`config.mk`:
```
export PLATFORM = sky130hd
export DESIGN_NAME = cache_bus_mem_responder
export DESIGN_NICKNAME = d
export VERILOG_FILES = /design/src/rtl/cache_bus_mem_responder.sv
export SDC_FILE = /design/constraint.sdc
export NUM_CORES = 1
export LEC_CHECK = 0
export ABC_AREA = 0
export CORE_MARGIN = 3
export CORE_UTILIZATION = 39
export CTS_CLUSTER_DIAMETER = 30
export DETAILED_ROUTE_END_ITERATION = 10
export HOLD_SLACK_MARGIN = 0.1
export MAX_ROUTING_LAYER = met4
export PLACE_DENSITY = 0.8
export SLEW_MARGIN = 20
export SYNTH_ARGS = -nofsm -noshare
export SYNTH_HDL_FRONTEND = slang
export SYNTH_SLANG_ARGS = --single-unit
```
`constraint.sdc`:
```
create_clock -name clk -period 2.8 [get_ports clk]
set_clock_uncertainty 0.1 [all_clocks]
set_input_delay 0.28 -clock clk [delete_from_list [all_inputs] [get_ports clk]]
set_output_delay 0.28 -clock clk [all_outputs]
set_load 0.02 [all_outputs]
```
`src/rtl/cache_bus_mem_responder.sv`:
```
// Memory-side responder for the dcache line bus: critical-word-first wrapped line
// bursts and uncached single-word accesses served from a 1-cycle-latency SRAM.
module cache_bus_mem_responder #(
  parameter int LINE_WORDS     = 4,
  parameter int MEM_ADDR_WIDTH = 16
) (
  input  logic                      clk,
  input  logic                      rst,
  input  logic                      breq_valid,
  output logic                      breq_ready,
  input  logic                      breq_write,
  input  logic                      breq_uncached,
  input  logic [31:0]               breq_addr,
  input  logic [3:0]                breq_strb,
  input  logic [31:0]               breq_wdata,
  input  logic                      breq_wvalid,
  input  logic                      breq_wlast,
  output logic                      bresp_wready,
  output logic                      bresp_wdone,
  output logic [31:0]               bresp_rdata,
  output logic                      bresp_rvalid,
  output logic                      bresp_rlast,
  input  logic                      breq_rready,
  output logic                      proto_err_o,
  output logic                      mem_en,
  output logic                      mem_we,
  output logic [3:0]                mem_wstrb,
  output logic [MEM_ADDR_WIDTH-1:0] mem_addr,
  output logic [31:0]               mem_wdata,
  input  logic [31:0]               mem_rdata
);

  localparam int OFF_W = $clog2(LINE_WORDS);
  localparam int CNT_W = OFF_W + 1;

  typedef enum logic [1:0] {S_IDLE, S_RD, S_WR, S_WACK} state_e;

  state_e                    state_q, state_d;
  logic [MEM_ADDR_WIDTH-1:0] waddr_q;
  logic                      uncached_q;
  logic [CNT_W-1:0]          beat_q;
  logic [CNT_W-1:0]          pop_q;
  logic                      inflight_q;
  logic [31:0]               fifo_q [2];
  logic                      wr_ptr_q, rd_ptr_q;
  logic [1:0]                count_q, count_d;
  logic                      proto_err_q;

  logic                      accept, pop, issue, wbeat, rlast;
  logic [CNT_W-1:0]          n_beats, last_beat;
  logic [2:0]                occ;
  logic [OFF_W-1:0]          beat_off;
  logic [MEM_ADDR_WIDTH-1:0] beat_addr;
  logic                      unused_addr_bits;

  assign unused_addr_bits = ^{breq_addr[31:MEM_ADDR_WIDTH+2], breq_addr[1:0]};

  assign n_beats   = uncached_q ? CNT_W'(1) : CNT_W'(LINE_WORDS);
  assign last_beat = n_beats - CNT_W'(1);

  // Wrap inside the line; an uncached access has beat 0 only, i.e. the exact word.
  assign beat_off  = waddr_q[OFF_W-1:0] + beat_q[OFF_W-1:0];
  assign beat_addr = {waddr_q[MEM_ADDR_WIDTH-1:OFF_W], beat_off};

  assign accept       = breq_valid & breq_ready;
  assign bresp_rvalid = (count_q != 2'd0);
  assign bresp_rdata  = fifo_q[rd_ptr_q];
  assign rlast        = bresp_rvalid & (pop_q == last_beat);
  assign bresp_rlast  = rlast;
  assign pop          = bresp_rvalid & breq_rready;
  assign proto_err_o  = proto_err_q;

  // Occupancy after this cycle's pop must leave room for the beat about to be issued.
  assign occ     = {1'b0, count_q} + {2'b00, inflight_q} - {2'b00, pop};
  assign issue   = (state_q == S_RD) && (beat_q != n_beats) && (occ < 3'd2);
  assign wbeat   = (state_q == S_WR) && breq_wvalid;
  assign count_d = count_q + {1'b0, inflight_q} - {1'b0, pop};

  always_ff @(posedge clk or posedge rst) begin
    if (rst) state_q <= S_IDLE;
    else     state_q <= state_d;
  end

  always_comb begin
    state_d = state_q;
    unique case (state_q)
      S_IDLE: if (accept) state_d = breq_write ? S_WR : S_RD;
      S_RD:   if (pop && rlast) state_d = S_IDLE;
      S_WR:   if (wbeat && (beat_q == last_beat)) state_d = S_WACK;
      S_WACK: state_d = S_IDLE;
      default: state_d = S_IDLE;
    endcase
  end

  always_comb begin
    breq_ready   = 1'b0;
    bresp_wready = 1'b0;
    bresp_wdone  = 1'b0;
    mem_en       = 1'b0;
    mem_we       = 1'b0;
    mem_wstrb    = 4'h0;
    mem_addr     = '0;
    mem_wdata    = 32'h0;
    unique case (state_q)
      S_IDLE: breq_ready = ~rst;
      S_RD: begin
        if (issue) begin
          mem_en   = 1'b1;
          mem_addr = beat_addr;
        end
      end
      S_WR: begin
        bresp_wready = 1'b1;
        if (breq_wvalid) begin
          mem_en    = 1'b1;
          mem_we    = 1'b1;
          mem_addr  = beat_addr;
          mem_wdata = breq_wdata;
          mem_wstrb = uncached_q ? breq_strb : 4'hF;
        end
      end
      S_WACK: bresp_wdone = 1'b1;
      default: ;
    endcase
  end

  for (genvar gi = 0; gi < 2; gi++) begin : g_fifo
    always_ff @(posedge clk or posedge rst) begin
      if (rst)                                    fifo_q[gi] <= 32'h0;
      else if (inflight_q && (wr_ptr_q == 1'(gi))) fifo_q[gi] <= mem_rdata;
    end
  end

  always_ff @(posedge clk or posedge rst) begin
    if (rst) begin
      waddr_q     <= '0;
      uncached_q  <= 1'b0;
      beat_q      <= '0;
      pop_q       <= '0;
      inflight_q  <= 1'b0;
      wr_ptr_q    <= 1'b0;
      rd_ptr_q    <= 1'b0;
      count_q     <= 2'd0;
      proto_err_q <= 1'b0;
    end else begin
      inflight_q <= issue;
      count_q    <= count_d;
      if (inflight_q) wr_ptr_q <= ~wr_ptr_q;
      if (pop) begin
        rd_ptr_q <= ~rd_ptr_q;
        pop_q    <= pop_q + CNT_W'(1);
      end
      if (accept) begin
        waddr_q    <= breq_addr[MEM_ADDR_WIDTH+1:2];
        uncached_q <= breq_uncached;
        beat_q     <= '0;
        pop_q      <= '0;
      end else if (issue || wbeat) begin
        beat_q <= beat_q + CNT_W'(1);
      end
      if (wbeat && (breq_wlast != (beat_q == last_beat))) proto_err_q <= 1'b1;
    end
  end

endmodule

```
# == After elaboration in Yosys (flattened, before gate mapping) ==
# Index checks and enable logic that the tools add are counted.
# word_totals
rom_bits,0
ff_bits,95
latch_bits,0
mem_count,0
output_inout_bits,92
ramBits,0
# classes
mux,28
bitwise,7
add_sub_neg,8
multipliers,0
eq_ne,10
div_mod_pow,0
n_reduce_logical,14
order_cmp,2
shifts,0
# ops
op,n
$mux 32,5
$mux 16,2
$pmux 16 s2,1
$mux 3,5
$mux 4,3
$logic_and 1x1->1,8
$mux 2,4
$pmux 2 s4,1
$add 3x1->3 const B,2
$eq 3x3->1,2
$mux 1,6
$reduce_bool 2->1,3
$eq 2x2->1 const B,2
$ne 2x1->1 const B,2
$add 2x1->3,1
$and 1x1->1,3
$lt 3x2->1 const B,1
$ne 3x3->1,1
$not 1->1,3
$reduce_and 3->1,1
$sub 3x1->3,1
$sub 3x1->3 const B,1
$add 2x1->2,1
$add 2x2->2,1
other kinds (9),9

# == Depth between registers and ports, before layout ==
# depth
depth_word,8
depth_mapped,12

# == Least setup slack after synthesis ==
# No wires, ideal clock.
# synth_timing
path_kind,register to output
startpoint,register count_q[1]
endpoint,output mem_addr[14]
slack_ps,-275
path_stages_with_launch,12
required_time_ps,2420
path_buffers,2
t_arrival_ps,2695
cell_sequence,dfrtp_1 o21a_1 clkbuf_1 ha_1 inv_1 ha_1 inv_1 fa_1 nand2_1 o41ai_4 buf_6 and3_1
# synth_via
elab_chain_cells,7
# synth_rtl
item,line_no,rtl
from (decl),46,"logic [1:0] count_q, count_d;"
from (signal assigned),147,count_q <= count_d;
$reduce_bool 2->1,66,assign bresp_rvalid = (count_q != 2'd0);
$and 1x1->1,70,assign pop = bresp_rvalid & breq_rready;
named net pop,49,"logic accept, pop, issue, wbeat, rlast;"
$sub 3x1->3,74,"assign occ = {1'b0, count_q} + {2'b00, inflight_q} - {2'b00, pop};"
$lt 3x2->1,75,assign issue = (state_q == S_RD) && (beat_q != n_beats) && (occ < 3'd2);
$logic_and 1x1->1,75,
$mux 16,107,if (issue) begin
$pmux 16 s2,104,unique case (state_q)
to (decl),28,"output logic [MEM_ADDR_WIDTH-1:0] mem_addr,"
# The timed path passes the listed nets, and every way through them passes these cells.

# == Worst setup path after layout ==
# layout_timing
startpoint,register count_q[1]
endpoint,output mem_addr[1]
# layout_via
elab_chain_cells,7
# layout_rtl
item,line_no
branches (longest 2 deep; another with $add 2x1->3),n/a
$sub 3x1->3 (*),74
$lt 3x2->1 (*),75
$logic_and 1x1->1 (*),75
$mux 16 (*),107
$pmux 16 s2 (*),104
# Every way passes the cells marked *.

==> impl_summary.md <==
Timing
In the finished design, the share of the clock period the worst path needs comes to 1.14. The number of pins exceeding their max-slew limit in the final report is 0. Setup repair after global routing could not meet its margin everywhere.

The final critical-path required period is around 3.2 ns. After layout, the worst setup slack is -0.381 ns. The hold violation total from the final report came to 0.

The achievable clock frequency is approximately 310 MHz. At the pin with the least slew margin, the transition time is slightly above 0.7 ns. The worst pin sits at a relative slew slack of 0.516. The number of setup violations in the final report is 17.

Final layout
Summing all non-filler instances in the final layout gives an area of 7140 µm². The number of diodes added for antenna fixing is 0. The layout cell share with drive strength beyond 1 is 0.136. Relative to the synthesized area, the layout overhead comes to 51.2%.

The net count of the finished layout is approximately 700. For this run, the number of standard cells in the final layout without fillers is 730.

Worst setup path
The launch point of the worst reg-to-reg path is count_q[1]. The largest driver fanout on the critical path is 18. STA puts the critical path data arrival time at 2.80 ns.

The delay of the slowest cell on the worst path is a little under 0.4 ns. The setup check on the worst reg-to-reg path leaves a slack of between 0.1 and 0.15 ns. Among cell families on the critical path, the largest total delay comes from adder cells. The logic depth of the worst setup path including buffers is 11. The largest individual stage delay along the critical path comes from the cell sky130_fd_sc_hd__dfrtp_1. The depth of the most critical reg-to-reg path is 12. The launch point of the worst path is count_q[1]. The endpoint of the worst setup timing path is mem_addr[1]. The capturing point of the worst reg2reg path is beat_q[0].

The category of the worst setup path launch point is a register. The endpoint required time on the critical path is roughly 2.4 ns. The worst path buffer plus inverter count is 4. The category of the critical setup timing path is reg -> out. The signal on the critical path passes through o21a_1 -> ha_4 -> inv_2 -> ha_4 -> inv_2 -> fa_2 -> xor2_2 -> o41ai_4 -> buf_12 -> and3_4 -> buf_4.

The element type at the critical path end is an output port.

Detailed routing
The total vias in the final route is ~3.5k. The average vias per placed instance is 4.85. The number of detailed-routing iterations run before antenna repair is 4. In this run, the number of DRC markers left after iteration 0 of detailed routing was ~130. In the routed design, unresolved DRC markers number 0. The post-route antenna net violation count is 0. The average wire per standard cell is between 15 and 20 µm. The total length of routed wires is 11.8 mm.

Clock tree
The clock latency at the later pin of the worst-skew pair is 0.33 ns. The H-tree generated during clock tree synthesis spans 3 levels. The post-CTS setup buffer count is 0. The clock sink total is 95.

Clock tree synthesis selected as its root buffer the cell sky130_fd_sc_hd__clkbuf_16. The TritonCTS clock tree is done. In this run, CTS created clock tree buffers numbering 9. The clock-pin slew reported for the worst setup and hold paths after clock tree synthesis is approximately 0.06 ns. The longest clock path from root to sink contains 2 buffers.

Logic synthesis
In this run, synthesis inferred 0 flip-flops with an integrated enable. The fraction of registers with async set/reset is 1.00. The cell taking the most area after synthesis is sky130_fd_sc_hd__dfrtp_1.

The area share of the largest cell type after synthesis is 0.504. The number of synthesis warnings is 0. After synthesis the netlist holds a flip-flop and latch count of 95. The mapped netlist covers roughly 4700 µm². Counting distinct cell types in the post-synthesis netlist gives 39.

The prevailing post-synth register cell is sky130_fd_sc_hd__dfrtp_1. The number of nets in the synthesized netlist is roughly 520. The fraction of the yosys area taken by sequential cells is 0.504. Sorting the synthesized cells by area gives the leading types as sky130_fd_sc_hd__dfrtp_1 50%, sky130_fd_sc_hd__mux2_1 23%, sky130_fd_sc_hd__and3_1 6.4%.

A synthesized cell averages ~12 µm². The post-synthesis cell count is approximately 400.

Floorplanning
The die area is roughly 13000 µm². The core region is between 10000 and 15000 µm². For this configuration, the core starts out at a cell density of 0.406. The site row count is 39. The die is 116 µm wide. The die is about 120 µm tall. In this run the count of I/O pins placed on the die edge is 200.

Pwr
The fraction of power consumed by sequential logic is 0.317. Internal power comes to 0.00480 W. Across the VDD grid, the largest voltage drop is around 450 µV. The clock group share of total power is 0.151. Summed over all nets, the switching power comes to approximately 0.0030 W. Dividing total power by cell area gives a power density of around 1100 nW/µm². Of the total power, combinational logic draws 0.532. In this run the static leakage power is about 3.2 nW. Of the total power, the share spent switching nets is 0.381. The overall power is ~0.0078 W.

Status
The checks that failed: setup timing. The flow ran to the end, but the final reports show violations.

Global routing
The number of global-route vias before repair was approximately 3.9k. The first global-routing pass estimated 19.7 mm of wire. The sum of overflow across all layers after global routing is 0. The number of antenna violations at the first check in global routing came to 0. Entering global routing, the biggest net connects 38 pins. The overall routing resource usage is 0.190.

Flow run
The tool flagged a number of max-cap violations equal to 0.

Place
The area of placed instances is ~6900 µm². At the end of routability-driven placement, the weighted congestion stood at about 0.77. The count of buffers added on input and output ports is 183. Summed over all nets, the half-perimeter wirelength after detailed placement is slightly below 9 mm. Including well taps, the total number of placed cells is 714.

Worst hold path
The class of the worst hold path is reg -> reg.
[synthesized netlist by cell type (3+ instances only)]
master / count
sky130_fd_sc_hd__mux2_1: 96
sky130_fd_sc_hd__dfrtp_1: 95
sky130_fd_sc_hd__nand2_1: 60
sky130_fd_sc_hd__and3_1: 48
sky130_fd_sc_hd__inv_1: 15
sky130_fd_sc_hd__clkbuf_1: 14
sky130_fd_sc_hd__ha_1: 10
sky130_fd_sc_hd__buf_2: 9
sky130_fd_sc_hd__xnor2_1: 6
sky130_fd_sc_hd__a21oi_1: 5
sky130_fd_sc_hd__buf_6: 3
sky130_fd_sc_hd__mux2i_1: 3
sky130_fd_sc_hd__nor2_1: 3
sky130_fd_sc_hd__xor2_1: 3
[stage by stage]
step / util / worst slack (ns) / hold slack (ns) / TNS, ns
2_1_floorplan: - / -0.118 / 0.285 / -1.97
3_5_place_dp: 0.593 / -0.849 / 0.348 / -14.82
6_report: 0.615 / -0.381 / 0.355 / -6.26
5_1_grt: 0.615 / -0.505 / 0.360 / -8.41
4_1_cts: 0.614 / -0.426 / 0.360 / -6.67
3_3_place_gp: 0.593 / -0.811 / 0.344 / -14.23
[cells by family (layout without fill, tap and decap cells)]
group | after synthesis | count (layout) | share of synthesized area
muxes | 99 | 99 | 0.235
and+or+nand+nor | 127 | 127 | 0.143
AOI/OAI and AO/OA | 16 | 16 | 0.0286
DFF | 95 | 95 | 0.504
buffers and inverters | 42 | 230 | 0.0414
adders and majority gates | 11 | 11 | 0.0308
xor gates and xnor gates | 9 | 9 | 0.0167
[state kept, by name, summed over array words and instances (netlist names)]
register	cells
fifo_q	64
state_q	2
uncached_q	1
wr_ptr_q	1
rd_ptr_q	1
count_q	2
pop_q	3
waddr_q	16
inflight_q	1
beat_q	3
proto_err_o	1
[cell type report]
| type | instances | area [µm²] |
|---|---|---|
| inverter | 15 | 60.1 |
| sequential | 95 | 2380 |
| fill | 939 | 4480 |
| timing repair buffer | 199 | 1970 |
| clock buffer | 9 | 225 |
| clock inverter | 7 | 65.1 |
| multi-input combinational | 262 | 2260 |
| tap | 143 | 179 |
[cells in the final DEF, fill, tap and decap left out, types with 4 or more instances in the layout]
cell type and count:
sky130_fd_sc_hd__clkdlybuf4s50_1 166, sky130_fd_sc_hd__mux2_1 96, sky130_fd_sc_hd__dfrtp_1 95, sky130_fd_sc_hd__nand2_1 60
sky130_fd_sc_hd__and3_1 32, sky130_fd_sc_hd__buf_4 27, sky130_fd_sc_hd__and3_4 16, sky130_fd_sc_hd__inv_1 12
sky130_fd_sc_hd__clkbuf_16 9, sky130_fd_sc_hd__ha_1 8, sky130_fd_sc_hd__xnor2_1 6, sky130_fd_sc_hd__a21oi_1 5
sky130_fd_sc_hd__buf_12 4
[what timing repair did]
action	in CTS	in global routing
hold buffers	0	0
resized for setup	85	2
endpoints found under the setup margin	17	18
[routing by layer]
| metal | up-vias | global-route usage | wire (µm) |
|---|---|---|---|
| met4 | 0 | 0.0302 | 75 |
| li1 | 1730 | - | - |
| met5 | - | - | 0 |
| met3 | 9 | 0.0491 | 644 |
| met1 | 1709 | 0.250 | 5420 |
| met2 | 95 | 0.303 | 5700 |
[power by group through the flow]
stage               clock, W  sequential [W]  combinational (W)
detailed placement         0         0.00248            0.00418
global placement           0         0.00244            0.00407
global route         0.00127         0.00257            0.00448
floorplan                  0         0.00238            0.00260
CTS                  0.00121         0.00247            0.00418
finish               0.00117         0.00246            0.00413
[worst min path at each step]
| stage | startpoint | to | slack (ns) | depth (start not counted) |
|---|---|---|---|---|
| CTS | proto_err_o | proto_err_o | 0.36 | 1 |
| global placement | proto_err_o | proto_err_o | 0.34 | 1 |
| finish | proto_err_o | proto_err_o | 0.35 | 1 |
| floorplan | breq_uncached | uncached_q | 0.29 | 2 |
| global route | breq_addr[10] | waddr_q[8] | 0.36 | 3 |
| detailed placement | proto_err_o | proto_err_o | 0.35 | 1 |
Power figures use the tool's default switching activity.
